$ cat src/rtl/cc_pkg.sv
// Shared cache-controller definitions: address split, AXI burst attributes, miss FSM states.
package cc_pkg;

    localparam int unsigned LINE_OFFSET_W = 6;
    localparam int unsigned INDEX_W       = 9;
    localparam int unsigned TAG_W         = 17;

    localparam logic [3:0] AXI_LEN_LINE   = 4'd7;
    localparam logic [2:0] AXI_SIZE_8B    = 3'd3;
    localparam logic [1:0] AXI_BURST_INCR = 2'b01;

    typedef enum logic {
        S_IDLE  = 1'b0,
        S_ISSUE = 1'b1
    } miss_state_t;

endpackage

$ cat src/rtl/cc_outstanding_counter.sv
// Saturating up/down counter of in-flight refill bursts with a sticky underflow flag.
module cc_outstanding_counter #(
    parameter int unsigned MAX_OUTSTANDING = 4,
    parameter int unsigned CNT_W           = 3
) (
    input  logic             clk,
    input  logic             rst_n,
    input  logic             inc,
    input  logic             dec,
    output logic [CNT_W-1:0] count,
    output logic             err
);

    localparam logic [CNT_W-1:0] MAX_CNT = CNT_W'(MAX_OUTSTANDING);

    always_ff @(posedge clk or negedge rst_n) begin
        if (!rst_n) begin
            count <= '0;
            err   <= 1'b0;
        end else if (inc && !dec) begin
            if (count < MAX_CNT) begin
                count <= count + 1'b1;
            end
        end else if (dec && !inc) begin
            // rlast with nothing in flight: hold at zero and flag the protocol error
            if (count != '0) begin
                count <= count - 1'b1;
            end else begin
                err <= 1'b1;
            end
        end
    end

endmodule

$ cat src/rtl/cc_miss_req_scheduler.sv
// Accepts cache misses, pushes the line address to the miss FIFO and issues one AXI line-refill burst each.
module cc_miss_req_scheduler
    import cc_pkg::*;
#(
    parameter int unsigned MAX_OUTSTANDING = 4,
    parameter int unsigned CNT_W           = 3
) (
    input  logic             clk,
    input  logic             rst_n,
    input  logic             miss_req_valid_i,
    input  logic [31:0]      miss_req_addr_i,
    output logic             miss_req_ready_o,
    input  logic             miss_addr_fifo_full_i,
    output logic             miss_addr_fifo_wren_o,
    output logic [31:0]      miss_addr_fifo_wdata_o,
    output logic             mem_arvalid_o,
    input  logic             mem_arready_i,
    output logic [31:0]      mem_araddr_o,
    output logic [3:0]       mem_arlen_o,
    output logic [2:0]       mem_arsize_o,
    output logic [1:0]       mem_arburst_o,
    input  logic             mem_rvalid_i,
    input  logic             mem_rlast_i,
    output logic [CNT_W-1:0] outstanding_o,
    output logic             busy_o,
    output logic             err_o
);

    localparam logic [CNT_W-1:0] MAX_CNT = CNT_W'(MAX_OUTSTANDING);

    miss_state_t state, state_nxt;
    logic [31:0] line_addr;
    logic [31:0] araddr_q;
    logic        accept;
    logic        ar_hs;
    logic        r_done;
    logic        unused_offset;

    assign line_addr     = {miss_req_addr_i[31:LINE_OFFSET_W], {LINE_OFFSET_W{1'b0}}};
    assign unused_offset = ^miss_req_addr_i[LINE_OFFSET_W-1:0];

    assign miss_req_ready_o = (state == S_IDLE) && !miss_addr_fifo_full_i
                              && (outstanding_o < MAX_CNT);
    assign accept           = miss_req_valid_i && miss_req_ready_o;

    assign miss_addr_fifo_wren_o  = accept;
    assign miss_addr_fifo_wdata_o = line_addr;

    // arvalid is exactly "in ISSUE", so it resets to 0 and stays up until the handshake
    assign mem_arvalid_o = (state == S_ISSUE);
    assign mem_araddr_o  = araddr_q;
    assign mem_arlen_o   = AXI_LEN_LINE;
    assign mem_arsize_o  = AXI_SIZE_8B;
    assign mem_arburst_o = AXI_BURST_INCR;

    assign ar_hs  = mem_arvalid_o && mem_arready_i;
    assign r_done = mem_rvalid_i && mem_rlast_i;

    assign busy_o = (state == S_ISSUE) || (outstanding_o != '0);

    always_ff @(posedge clk or negedge rst_n) begin
        if (!rst_n) begin
            state <= S_IDLE;
        end else begin
            state <= state_nxt;
        end
    end

    always_comb begin
        state_nxt = state;
        unique case (state)
            S_IDLE:  if (accept) state_nxt = S_ISSUE;
            S_ISSUE: if (ar_hs)  state_nxt = S_IDLE;
            default: state_nxt = S_IDLE;
        endcase
    end

    always_ff @(posedge clk or negedge rst_n) begin
        if (!rst_n) begin
            araddr_q <= '0;
        end else if (accept) begin
            araddr_q <= line_addr;
        end
    end

    cc_outstanding_counter #(
        .MAX_OUTSTANDING (MAX_OUTSTANDING),
        .CNT_W           (CNT_W)
    ) u_outstanding (
        .clk   (clk),
        .rst_n (rst_n),
        .inc   (ar_hs),
        .dec   (r_done),
        .count (outstanding_o),
        .err   (err_o)
    );

endmodule

$ cat config.mk
export PLATFORM = sky130hd
export DESIGN_NAME = cc_miss_req_scheduler
export DESIGN_NICKNAME = d
export VERILOG_FILES = /design/src/rtl/cc_pkg.sv /design/src/rtl/cc_outstanding_counter.sv /design/src/rtl/cc_miss_req_scheduler.sv
export SDC_FILE = /design/constraint.sdc
export NUM_CORES = 1
export LEC_CHECK = 0
export ABC_AREA = 1
export BUFFER_PORTS_ARGS = -buffer_cell sky130_fd_sc_hd__buf_2
export CAP_MARGIN = 20
export CORE_ASPECT_RATIO = 2
export CORE_UTILIZATION = 25
export DETAILED_ROUTE_END_ITERATION = 8
export SLEW_MARGIN = 20
export SYNTH_ARGS = -nofsm -noshare
export SYNTH_HDL_FRONTEND = slang
export SYNTH_SLANG_ARGS = --single-unit
export TNS_END_PERCENT = 100
$ cat constraint.sdc
create_clock -name clk -period 4 [get_ports clk]
set_input_delay 0.8 -clock clk [delete_from_list [all_inputs] [get_ports clk]]
set_output_delay 0.8 -clock clk [all_outputs]
set_load 0.03 [all_outputs]
==> impl_metrics.json <==
{
  "yosysTopAreaCellShare_pct": 46.9,
  "yosysTopAreaCell": "dfrtp_1",
  "async_reset_ff_share_pct": 100,
  "ant_nets": 0,
  "fin_skew_ns": 0.00354,
  "syn_area_sq_mm": 0.00165,
  "synth_common_cells": "nand2_1 (91), buf_4 (47), dfrtp_1 (31), inv_1 (8), nand3_1 (6)",
  "ys_ff_latch": 31,
  "cp_data_arrival_time_ns": 1.85,
  "grt_max_degree": 32,
  "cts_root_buf": "clkbuf_16",
  "first_pass_iters": 4,
  "syn-mean-instance-area_sq_um": 8.35,
  "period_minus_slack_ns": 2.65,
  "finalSetupViolCount": 0,
  "worstMarginPinSlew_ns": 0.708,
  "slew_headroom_pct": 52.8,
  "hold_viol_final": 0,
  "crit_required_ns": 3.20,
  "grt_remaining_overflow": 0,
  "core_sq_mm": 0.00636,
  "yosys_most_used_dff": "dfrtp_1",
  "status": "complete, no violations",
  "clock_path_buffers": 2,
  "ctsHoldBuffers": 0,
  "critPathKind": "input port to output port",
  "via_per_inst": 3.89,
  "synth_cell_types": 16,
  "avgRoutedWirePerCell_microns": 9.76,
  "drv_slew": 0,
  "synth.yosys.seq_area_share_pct": 46.9,
  "path_clk_slew_ns": 0.05,
  "syn_inst": 198,
  "clock_sinks": 31,
  "layout.nets": 305,
  "hold_ws_ns": 0.463,
  "finalCritPeriodShare_pct": 66.3,
  "die_area_sq_mm": 0.00697,
  "fin_setup_tns_ns": 0,
  "cts_resized": 0,
  "io_buffers": 92,
  "grt_pass1_wl_mm": 5.24,
  "rsz0062_at_grt": "false",
  "end_kind": "output port",
  "clock_latency_ns": 0.28,
  "routed_wl_mm": 3.44,
  "grt_pass1_vias": 1160,
  "drc_errors": 0,
  "dp_hpwl_mm": 2.49,
  "cts_tree": "yes",
  "gp_congestion": 0.744,
  "htreeDepth": 2,
  "critPathMaxFanout": 28,
  "initial_core_util_pct": 26.0,
  "hold_class": "flip-flop to flip-flop",
  "post_cts_buffers": 0,
  "setup.worst_path.start_class": "input port",
  "fill_cells": 696,
  "io_pins": 120,
  "power.density_mw_per_mm2": 851,
  "diodes": 0,
  "synth_most_common_cell": "nand2_1",
  "grt_usage_pct": 10.4,
  "synth_area_leaders": "dfrtp_1 (47%), buf_4 (21%), nand2_1 (21%)",
  "synth-edff-count": 0,
  "max-vdd-ir-drop_mv": 0.364,
  "drv_cap": 0,
  "drtIter0Drc": 45,
  "max_freq_mhz": 377,
  "ys_warn_count": 0,
  "syn_to_final_growth_pct": 24.8,
  "cts_buffers": 5,
  "power_leakage_nw": 1.25,
  "antenna_found_initial": 0,
  "drive_gt1_share_pct": 38.7,
  "num_rows": 41,
  "die_h_microns": 117,
  "die_w_microns": 59.5,
  "via_count": 1368
}
-- routing by layer --
layer	wire (microns)	track usage [%]	up-vias
met3	260	3.96	10
met2	1830	17.9	81
met5	0	0	-
li1	-	-	663
met4	143	7.44	0
met1	1200	9.81	614
-- metrics by stage --
| step | setup slack [ns] | power (mW) | utilization (%) | instance area [sq um] | instances |
|---|---|---|---|---|---|
| 6_report | 1.35 | 1.76 | 32.5 | 2060 | 352 |
| 2_1_floorplan | 1.62 | 1.17 | - | 1730 | 217 |
| 4_1_cts | 1.32 | 1.78 | 32.5 | 2060 | 352 |
| 3_5_place_dp | 1.32 | 1.38 | 30.0 | 1910 | 344 |
| 5_1_grt | 1.22 | 1.89 | 32.5 | 2060 | 352 |
| 3_3_place_gp | 1.33 | 1.36 | 30.0 | 1910 | 344 |
-- placed cells by master, fill, tap and decap left out --
master and count:
nand2_4 1, a31o_2 1, a31oi_1 1, conb_1 21
inv_1 8, clkbuf_16 5, fa_1 1, clkbuf_8 2
nor3_4 1, dfrtp_1 31, buf_2 92, nand3_1 6
clkinv_4 1, clkbuf_1 1, o21ai_0 1, nor2_1 2
nand2_1 91
-- where the power goes --
group          internal [mW]  switching [mW]  leakage, nW  total [mW]
Clock                  0.264           0.127       0.0772       0.391
Combinational          0.223           0.595        0.790       0.818
Sequential             0.460          0.0871        0.383       0.547
-- flip-flops by register name (all words and copies together), names as in the netlist --
name                 flops
u_outstanding.err        1
mem_arvalid_o            1
mem_araddr_o            26
u_outstanding.count      3
-- logic make-up (layout without fill, tap and decap cells) --
logic type | after synthesis | after routing | share of synthesized area [%]
buf+inv | 60 | 109 | 25.6
other cells | 2 | 21 | 0.454
fa+ha+maj | 1 | 1 | 1.21
flops | 31 | 31 | 46.9
compound gates | 3 | 3 | 1.21
simple gates | 101 | 101 | 24.6
-- cell type report --
class | count | area [sq um] | share of cell area [%]
clock buffers | 8 | 156 | 7.58
flip-flops and latches | 31 | 776 | 37.6
inverters | 9 | 38.8 | 1.88
multi-input cells | 126 | 526 | 25.5
well taps | 86 | 108 | 5.21
repair buffers | 92 | 460 | 22.3
-- critical path, stage by stage --
cell	delay [ns]
buf_2	0.11
nor3_4	0.20
nand2_4	0.24
clkinv_4	0.25
buf_2	0.23
-- worst paths after layout --
check                                              startpoint                                  to  slack (ns)  depth (start not counted)
worst max-delay path                    miss_addr_fifo_full_i               miss_addr_fifo_wren_o        1.35                          5
worst min-delay path            u_outstanding.err$_DFFE_PN0P_       u_outstanding.err$_DFFE_PN0P_        0.46                          1
worst max register to register        mem_arvalid_o$_DFF_PN0_  u_outstanding.count[2]$_DFFE_PN0P_        2.36                         10
worst min register to register  u_outstanding.err$_DFFE_PN0P_       u_outstanding.err$_DFFE_PN0P_        0.46                          1
max in group asynchronous                               rst_n        mem_araddr_o[13]$_DFFE_PN0P_        2.96                          1
min in group asynchronous                               rst_n        mem_araddr_o[24]$_DFFE_PN0P_        0.58                          1
No activity file was read; power rests on OpenSTA's default activity.
